**config.mk**
```make
export PLATFORM = sky130hd
export DESIGN_NAME = weight_fetch_streamer_flat
export DESIGN_NICKNAME = d
export VERILOG_FILES = /design/src/rtl/weight_fetch_streamer_if.sv /design/src/rtl/weight_fetch_streamer.sv /design/src/flat_wrapper.sv
export SDC_FILE = /design/constraint.sdc
export NUM_CORES = 1
export LEC_CHECK = 0
export ABC_CLOCK_PERIOD_IN_PS = 5200
export BUFFER_PORTS_ARGS = -buffer_cell sky130_fd_sc_hd__buf_2
export CORE_UTILIZATION = 60
export CTS_CLUSTER_SIZE = 16
export DETAILED_ROUTE_END_ITERATION = 12
export PLACE_DENSITY = 0.82
export SETUP_SLACK_MARGIN = 0.02
export SYNTH_ARGS = -nofsm -noshare
export SYNTH_HDL_FRONTEND = slang
export SYNTH_SLANG_ARGS = --single-unit
export TNS_END_PERCENT = 1
```
**constraint.sdc**
```tcl
create_clock -name clock -period 5.2 [get_ports clock]
set_input_delay 1.04 -clock clock [delete_from_list [all_inputs] [get_ports clock]]
set_output_delay 1.04 -clock clock [all_outputs]
set_load 0.03 [all_outputs]
```
**src/rtl/weight_fetch_streamer_if.sv**
```systemverilog
// Bus bundles for the weight fetch streamer: SRAM controller read port and
// the outgoing valid/ready weight stream toward the PE array.
interface wfs_sram_if #(
   parameter int ADDR_W = 32,
   parameter int DATA_W = 32
);
   logic [ADDR_W-1:0] addr;
   logic              r_en;
   logic [DATA_W-1:0] r_d;
   logic              d_ready;

   modport master (output addr, r_en, input  r_d, d_ready);
   modport slave  (input  addr, r_en, output r_d, d_ready);
endinterface

interface wfs_stream_if #(
   parameter int DATA_W = 32
);
   logic [DATA_W-1:0] data;
   logic              valid;
   logic              ready;

   modport master (output data, valid, input  ready);
   modport slave  (input  data, valid, output ready);
endinterface

```
**src/rtl/weight_fetch_streamer.sv**
```systemverilog
// Read-side DMA stage: issues sequential single-word SRAM reads under FIFO
// credit and streams the returned weights to the PE array.
module weight_fetch_streamer #(
   parameter int DATA_W     = 32,
   parameter int ADDR_W     = 32,
   parameter int FIFO_DEPTH = 8,
   parameter int MAX_WORDS  = 51200
) (
   input  logic              clock,
   input  logic              reset,
   input  logic              start_i,
   input  logic [ADDR_W-1:0] base_addr_i,
   input  logic [15:0]       num_words_i,
   output logic              busy_o,
   output logic              done_o,
   output logic              err_o,
   wfs_sram_if.master        sram_bus,
   wfs_stream_if.master      out_bus
);

   localparam int PTR_W = $clog2(FIFO_DEPTH);
   localparam int CNT_W = PTR_W + 1;
   localparam logic [ADDR_W:0] MAX_END = (ADDR_W+1)'(MAX_WORDS);

   localparam logic [1:0] S_IDLE  = 2'd0;
   localparam logic [1:0] S_ISSUE = 2'd1;
   localparam logic [1:0] S_WAIT  = 2'd2;
   localparam logic [1:0] S_DRAIN = 2'd3;

   logic [1:0]        state_q, state_d;
   logic [ADDR_W-1:0] cur_addr_q, cur_addr_d;
   logic [15:0]       remaining_q, remaining_d;
   logic              busy_q, busy_d;
   logic              done_q, done_d;
   logic              err_q, err_d;

   logic [DATA_W-1:0] mem_q [FIFO_DEPTH];
   logic [PTR_W-1:0]  wr_ptr_q, rd_ptr_q;
   logic [CNT_W-1:0]  count_q, count_d;

   logic              push, pop, issue;
   logic [ADDR_W-1:0] issue_addr;
   logic [ADDR_W:0]   end_addr;

   assign end_addr = {1'b0, base_addr_i} + {{(ADDR_W-15){1'b0}}, num_words_i};

   // Only WAIT has a read in flight, so d_ready anywhere else is dropped.
   assign push    = (state_q == S_WAIT) && sram_bus.d_ready;
   assign pop     = (count_q != '0) && out_bus.ready;
   assign count_d = count_q + CNT_W'(push) - CNT_W'(pop);

   always_comb begin
      // NOTE: every variable gets a default first so no latch is inferred.
      state_d     = state_q;
      cur_addr_d  = cur_addr_q;
      remaining_d = remaining_q;
      busy_d      = busy_q;
      done_d      = 1'b0;
      err_d       = 1'b0;
      issue       = 1'b0;
      issue_addr  = cur_addr_q;
      case (state_q)
         S_IDLE: begin
            if (start_i) begin
               if (end_addr > MAX_END) begin
                  err_d = 1'b1;
               end else if (num_words_i == 16'd0) begin
                  done_d = 1'b1;
               end else begin
                  cur_addr_d  = base_addr_i;
                  remaining_d = num_words_i;
                  busy_d      = 1'b1;
                  state_d     = S_ISSUE;
               end
            end
         end
         S_ISSUE: begin
            if (count_q < CNT_W'(FIFO_DEPTH)) begin
               issue   = 1'b1;
               state_d = S_WAIT;
            end
         end
         S_WAIT: begin
            if (sram_bus.d_ready) begin
               cur_addr_d  = cur_addr_q + ADDR_W'(1);
               remaining_d = remaining_q - 16'd1;
               if (remaining_q == 16'd1) begin
                  state_d = S_DRAIN;
               end else if (count_q < CNT_W'(FIFO_DEPTH - 1)) begin
                  // Room remains even after this cycle's push: re-issue at once.
                  issue      = 1'b1;
                  issue_addr = cur_addr_q + ADDR_W'(1);
               end else begin
                  state_d = S_ISSUE;
               end
            end
         end
         default: begin
            if (count_d == '0) begin
               done_d  = 1'b1;
               busy_d  = 1'b0;
               state_d = S_IDLE;
            end
         end
      endcase
   end

   always_ff @(posedge clock) begin
      if (!reset) begin
         state_q     <= S_IDLE;
         cur_addr_q  <= '0;
         remaining_q <= '0;
         busy_q      <= 1'b0;
         done_q      <= 1'b0;
         err_q       <= 1'b0;
         wr_ptr_q    <= '0;
         rd_ptr_q    <= '0;
         count_q     <= '0;
         // NOTE: storage is cleared so the head reads zero after reset.
         for (int i = 0; i < FIFO_DEPTH; i++) mem_q[i] <= '0;
      end else begin
         state_q     <= state_d;
         cur_addr_q  <= cur_addr_d;
         remaining_q <= remaining_d;
         busy_q      <= busy_d;
         done_q      <= done_d;
         err_q       <= err_d;
         count_q     <= count_d;
         if (push) begin
            mem_q[wr_ptr_q] <= sram_bus.r_d;
            wr_ptr_q        <= wr_ptr_q + PTR_W'(1);
         end
         if (pop) rd_ptr_q <= rd_ptr_q + PTR_W'(1);
      end
   end

   assign sram_bus.r_en = issue;
   assign sram_bus.addr = issue_addr;
   assign out_bus.data  = mem_q[rd_ptr_q];
   assign out_bus.valid = (count_q != '0);
   assign busy_o        = busy_q;
   assign done_o        = done_q;
   assign err_o         = err_q;

endmodule

```
**src/flat_wrapper.sv**
```systemverilog
// flat-port wrapper written by rule: the top's interface ports become plain ports
module weight_fetch_streamer_flat 
#(
   parameter int DATA_W     = 32,
   parameter int ADDR_W     = 32,
   parameter int FIFO_DEPTH = 8,
   parameter int MAX_WORDS  = 51200
)
  (clock, reset, start_i, base_addr_i, num_words_i, busy_o, done_o, err_o, sram_bus_addr, sram_bus_r_en, sram_bus_r_d, sram_bus_d_ready, out_bus_data, out_bus_valid, out_bus_ready);
  wfs_sram_if #(.ADDR_W(ADDR_W), .DATA_W(DATA_W)) sram_bus_i ();
  wfs_stream_if #(.DATA_W(DATA_W)) out_bus_i ();
  input  logic clock;
  input  logic reset;
  input  logic start_i;
  input  logic [ADDR_W-1:0] base_addr_i;
  input  logic [15:0] num_words_i;
  output logic busy_o;
  output logic done_o;
  output logic err_o;
  output wire logic [$bits(sram_bus_i.addr)-1:0] sram_bus_addr;
  output wire logic [$bits(sram_bus_i.r_en)-1:0] sram_bus_r_en;
  input wire logic [$bits(sram_bus_i.r_d)-1:0] sram_bus_r_d;
  input wire logic [$bits(sram_bus_i.d_ready)-1:0] sram_bus_d_ready;
  output wire logic [$bits(out_bus_i.data)-1:0] out_bus_data;
  output wire logic [$bits(out_bus_i.valid)-1:0] out_bus_valid;
  input wire logic [$bits(out_bus_i.ready)-1:0] out_bus_ready;
  assign sram_bus_addr = sram_bus_i.addr;
  assign sram_bus_r_en = sram_bus_i.r_en;
  assign sram_bus_i.r_d = sram_bus_r_d;
  assign sram_bus_i.d_ready = sram_bus_d_ready;
  assign out_bus_data = out_bus_i.data;
  assign out_bus_valid = out_bus_i.valid;
  assign out_bus_i.ready = out_bus_ready;
  weight_fetch_streamer #(.DATA_W(DATA_W), .ADDR_W(ADDR_W), .FIFO_DEPTH(FIFO_DEPTH), .MAX_WORDS(MAX_WORDS)) u_core (.clock(clock), .reset(reset), .start_i(start_i), .base_addr_i(base_addr_i), .num_words_i(num_words_i), .busy_o(busy_o), .done_o(done_o), .err_o(err_o), .sram_bus(sram_bus_i), .out_bus(out_bus_i));
endmodule
```
==> impl.org <==
** Synthesis
- Synthesized netlist cell count :: between 1500 and 2000
- In this run, synthesis produced a sequential element count of roughly 320.
- Register area share after synthesis :: around half
- In the synthesized netlist the async set-or-reset flop fraction comes to 0%.
- Post-Syn Nets :: roughly 1600
- In this run, synthesis inferred around 260 flip-flops with an integrated enable.
- After synthesis, the mean cell area works out to ~11 um^2.
- Summing every instance area after synthesis gives roughly 0.017 mm^2.
- In this run, distinct cell masters in the synthesized netlist total 74.
- The most used flip-flop cell after synthesis is edfxtp_1.
- Warnings from Yosys :: 0

** Setup path
- Worst reg2reg path endpoint :: u_core.mem_q[1][18]
- Walking the worst path, the cells encountered are and3_1 > nand4_1 > nor2_1 > and3_1 > nand3_1 > nor3_1 > nand3_1 > nor2_1 > xor2_1 > buf_2.
- Slack of the worst reg-to-reg path :: 1.61 ns
- In this design, the stage delay of the slowest critical-path cell is 0.51 ns.
- Startpoint of the worst register-to-register path :: u_core.state_q[0]
- Critical Path End Type :: output pin
- Data arrival at the endpoint of the critical path :: approximately 3.8 ns
- Req. time, crit path :: ~4.2 ns
- The slowest stage of the critical path is the nor3_1 cell.
- Along the worst path, the maximum fanout reaches 7.
- Broken down by cell family, the worst path's largest delay share belongs to simple AND/OR/NAND/NOR gates.
- The worst setup path is launched from a flop.
- The number of cells on the worst reg-to-reg path is 8.
- Counting both buffers and inverters, the worst setup path holds a total of 1.
- The worst setup path is of the reg -> out kind.

** Detailed routing
- After detailed routing, the number of remaining DRC violations is 0.
- Summed over all layers, the routed wires come to approximately 46 mm.
- The routed layout has around 13000 vias.
- After the first detailed-routing iteration, the DRC count stood at 1448.
- Dividing the detail-routed via count by the number of cells gives 6.47.
- Antenna viol nets, final :: 0
- For this run, the detailed router's first-pass iteration total came to 5.
- In the final routed layout, each cell accounts on average for 22.6 um.

** STA
- Post-Route Skew :: roughly 0.019 ns
- Number of slew-limit violations in the final report :: 0
- At the pin with the least slew margin, the transition time is approximately 1.2 ns.
- Final period util :: ~94%
- Hold is met by approximately 0.48 ns.
- Setup repair after global routing left no endpoint under its margin.
- Setup violations remaining at the end of the flow were counted as 0.
- Normalized max-slew margin :: between 20% and 30%
- Number of failing hold endpoints at the final stage :: 0
- Min Tclk post-route :: just under 5 ns
- After routing, the total negative slack on setup checks comes to 0 ns.
- Highest Clock Rate :: roughly 200 MHz

** Clocking
- Clock tree from TritonCTS :: done
- The number of setup buffers added after CTS is 0.
- Clock net sink count :: around 320
- Root buffer cell :: clkbuf_16
- Count of hold buffers inserted by post-cts repair :: 0
- Inserted Clock Buffers :: 34
- Largest buffer count on any clock path :: 3
- Clock latency on the worst-skew pair, taken at its later pin, is slightly above 0.5 ns.
- Clock-pin slew reported for the worst setup and hold paths after clock tree synthesis :: approximately 0.06 ns
- In this run, post-CTS repair resized a total of 0 instances.
- Maximum level of the CTS H-tree :: 2

** Worst hold path
- Worst Hold Launch :: u_core.remaining_q[5]
- The worst hold path passes through 2 cells.
- Worst Hold Endpoint :: u_core.remaining_q[5]
- Class of the worst hold path :: reg -> reg

** Floorplanning
- around 150 I/O pins were placed.
- The initial utilization of the core area, before any placement, comes to 61.8%.
- Standard cell core area :: between 0.02 and 0.03 mm^2
- Floorplan die width :: between 150 and 200 um
- Number of core rows :: approximately 60
- The floorplan step defined a die boundary enclosing between 0.02 and 0.03 mm^2.
- In this run the vertical extent of the chip is ~170 um.

** Global routing
- For this run, the total global-route usage over all layers was measured as between 30 and 40%.
- Entering global routing, the biggest net connects between 90 and 100 pins.
- Overall overflow remaining after global route :: 0
- The number of global-route vias before repair came to about 13000.
- Initial antenna violation count :: 4
- Wire length of the first global-routing pass :: between 70 and 80 mm

** Finish
- Cell area after layout :: 0.0197 mm^2
- Compared with the post-synthesis result, the final layout area differs by 13.4%.
- For this run, the share of the core covered by cells in the final layout is 70.1%.
- Leaving out fill and tap cells, the most frequent cell in the layout is and2_1.
- In the layout the commonest cells are 265 x and2_1, 256 x edfxtp_1, 153 x buf_2, 117 x nand2_1, 83 x nor2_1.
- Share of final-layout standard cells stronger than drive strength 1 :: a little over a fifth
- For this run, the post-layout net count is 1756.

** Place
- Routability-driven placement finished with a final weighted congestion of 0.940.
- Summing all placed instances gives a cell area of around 0.019 mm^2.
- Port buffering added around 150 buffers.
- Detailed placement ended at an HPWL of 29.1 mm.

** Power
- For this design the ratio of total power to cell area is between 300 and 400 mW/mm^2.
- The worst-case IR drop observed on VDD is around 0.2 mV.
- The analysis attributes to cell leakage a power of 0.00741 uW.

** Outcome
- Result of the run :: finished, final reports clean

** Job
- Max-cap violations in this run came to 0.
[cells in the mapped netlist, types with 17 or more instances]
library cell | instances | area, um^2
clkbuf_1 | 86 | 323
and2_1 | 265 | 1660
xor2_1 | 24 | 210
and3_1 | 23 | 144
nand2_1 | 117 | 439
mux4_2 | 64 | 1440
nand3_1 | 42 | 210
o21ai_0 | 21 | 105
nor3_1 | 36 | 180
edfxtp_1 | 256 | 7690
nand4_1 | 20 | 125
xnor2_1 | 24 | 210
nor2_1 | 89 | 334
dfxtp_1 | 66 | 1320
mux2_2 | 32 | 360
ha_1 | 31 | 388
inv_1 | 28 | 105
a21oi_1 | 66 | 330
o22ai_1 | 17 | 106
[how the worst max path moves through the flow]
stage	depth (start not counted)	slack [ns]	end	start
CTS	10	0.43	sram_bus_addr[31]	u_core.cur_addr_q[2]
detailed placement	14	0.41	u_core.remaining_q[8]	num_words_i[0]
finish	10	0.33	sram_bus_addr[31]	u_core.cur_addr_q[2]
global placement	14	0.53	u_core.cur_addr_q[28]	base_addr_i[0]
floorplan	5	0.63	u_core.mem_q[6][0]	reset
global route	10	0.09	sram_bus_addr[31]	u_core.cur_addr_q[2]
[where the power goes]
part           switching, uW  internal (uW)
Sequential               149           2900
Clock                    984           1520
Combinational            785            680
Total                   1920           5100
[through the flow]
stage	std cells	worst slack [ns]	power [uW]
floorplan	1527	0.628	4150
global placement	1980	0.533	4530
detailed placement	1980	0.413	4560
CTS	2041	0.430	7040
global route	2043	0.0911	7260
finish	2044	0.329	7020
[per-layer routing]
metal  global-route usage (%)  part of all wire [%]  wire [um]  up-vias
li1                         -                     -          -     5898
met2                     54.0                    50      23000      712
met5                        0                 0.026         12        -
met3                     4.07                   7.9       3660      132
met1                     40.1                    39      18000     6489
met4                     11.9                   3.6       1650        2
[worst register-to-register path, stage by stage (launching register included)]
cell and delay [ns]:
dfxtp_1 0.36, inv_1 0.12, ha_1 0.19, nand2_1 0.16, clkinv_1 0.26, nand3_1 0.48, nor3_2 0.25, buf_4 0.42
nand2b_2 0.94
[cells by family after synthesis]
| logic type | count (synthesis) | share of synthesized area [%] |
|---|---|---|
| buffers and inverters | 136 | 3.08 |
| XOR/XNOR | 48 | 2.42 |
| AND/OR/NAND/NOR | 639 | 19.6 |
| AO/OA/AOI/OAI | 246 | 9.88 |
| adder cells (fa/ha/maj) | 33 | 2.46 |
| flip-flops | 322 | 51.8 |
| multiplexers | 103 | 10.8 |
[cell type report]
class | instances | area [um^2]
diodes | 3 | 7.51
clock buffers | 46 | 977
clock inverters | 15 | 181
fillers | 1864 | 8430
inverters | 29 | 109
multi-input cells | 1069 | 7950
flip-flops and latches | 322 | 9010
well taps | 378 | 473
repair buffers | 182 | 1020
[flip-flops by register name, summed over array words and instances, names as in the netlist, named ones only]
| signal | count |
|---|---|
| u_core.mem_q | 256 |
| u_core.state_q | 2 |
| u_core.count_q | 4 |
| u_core.busy_o | 1 |
| u_core.rd_ptr_q | 3 |
| u_core.done_o | 1 |
| u_core.cur_addr_q | 32 |
| u_core.err_o | 1 |
| u_core.wr_ptr_q | 3 |
| u_core.remaining_q | 16 |
No activity file was read; power rests on OpenSTA's default activity.
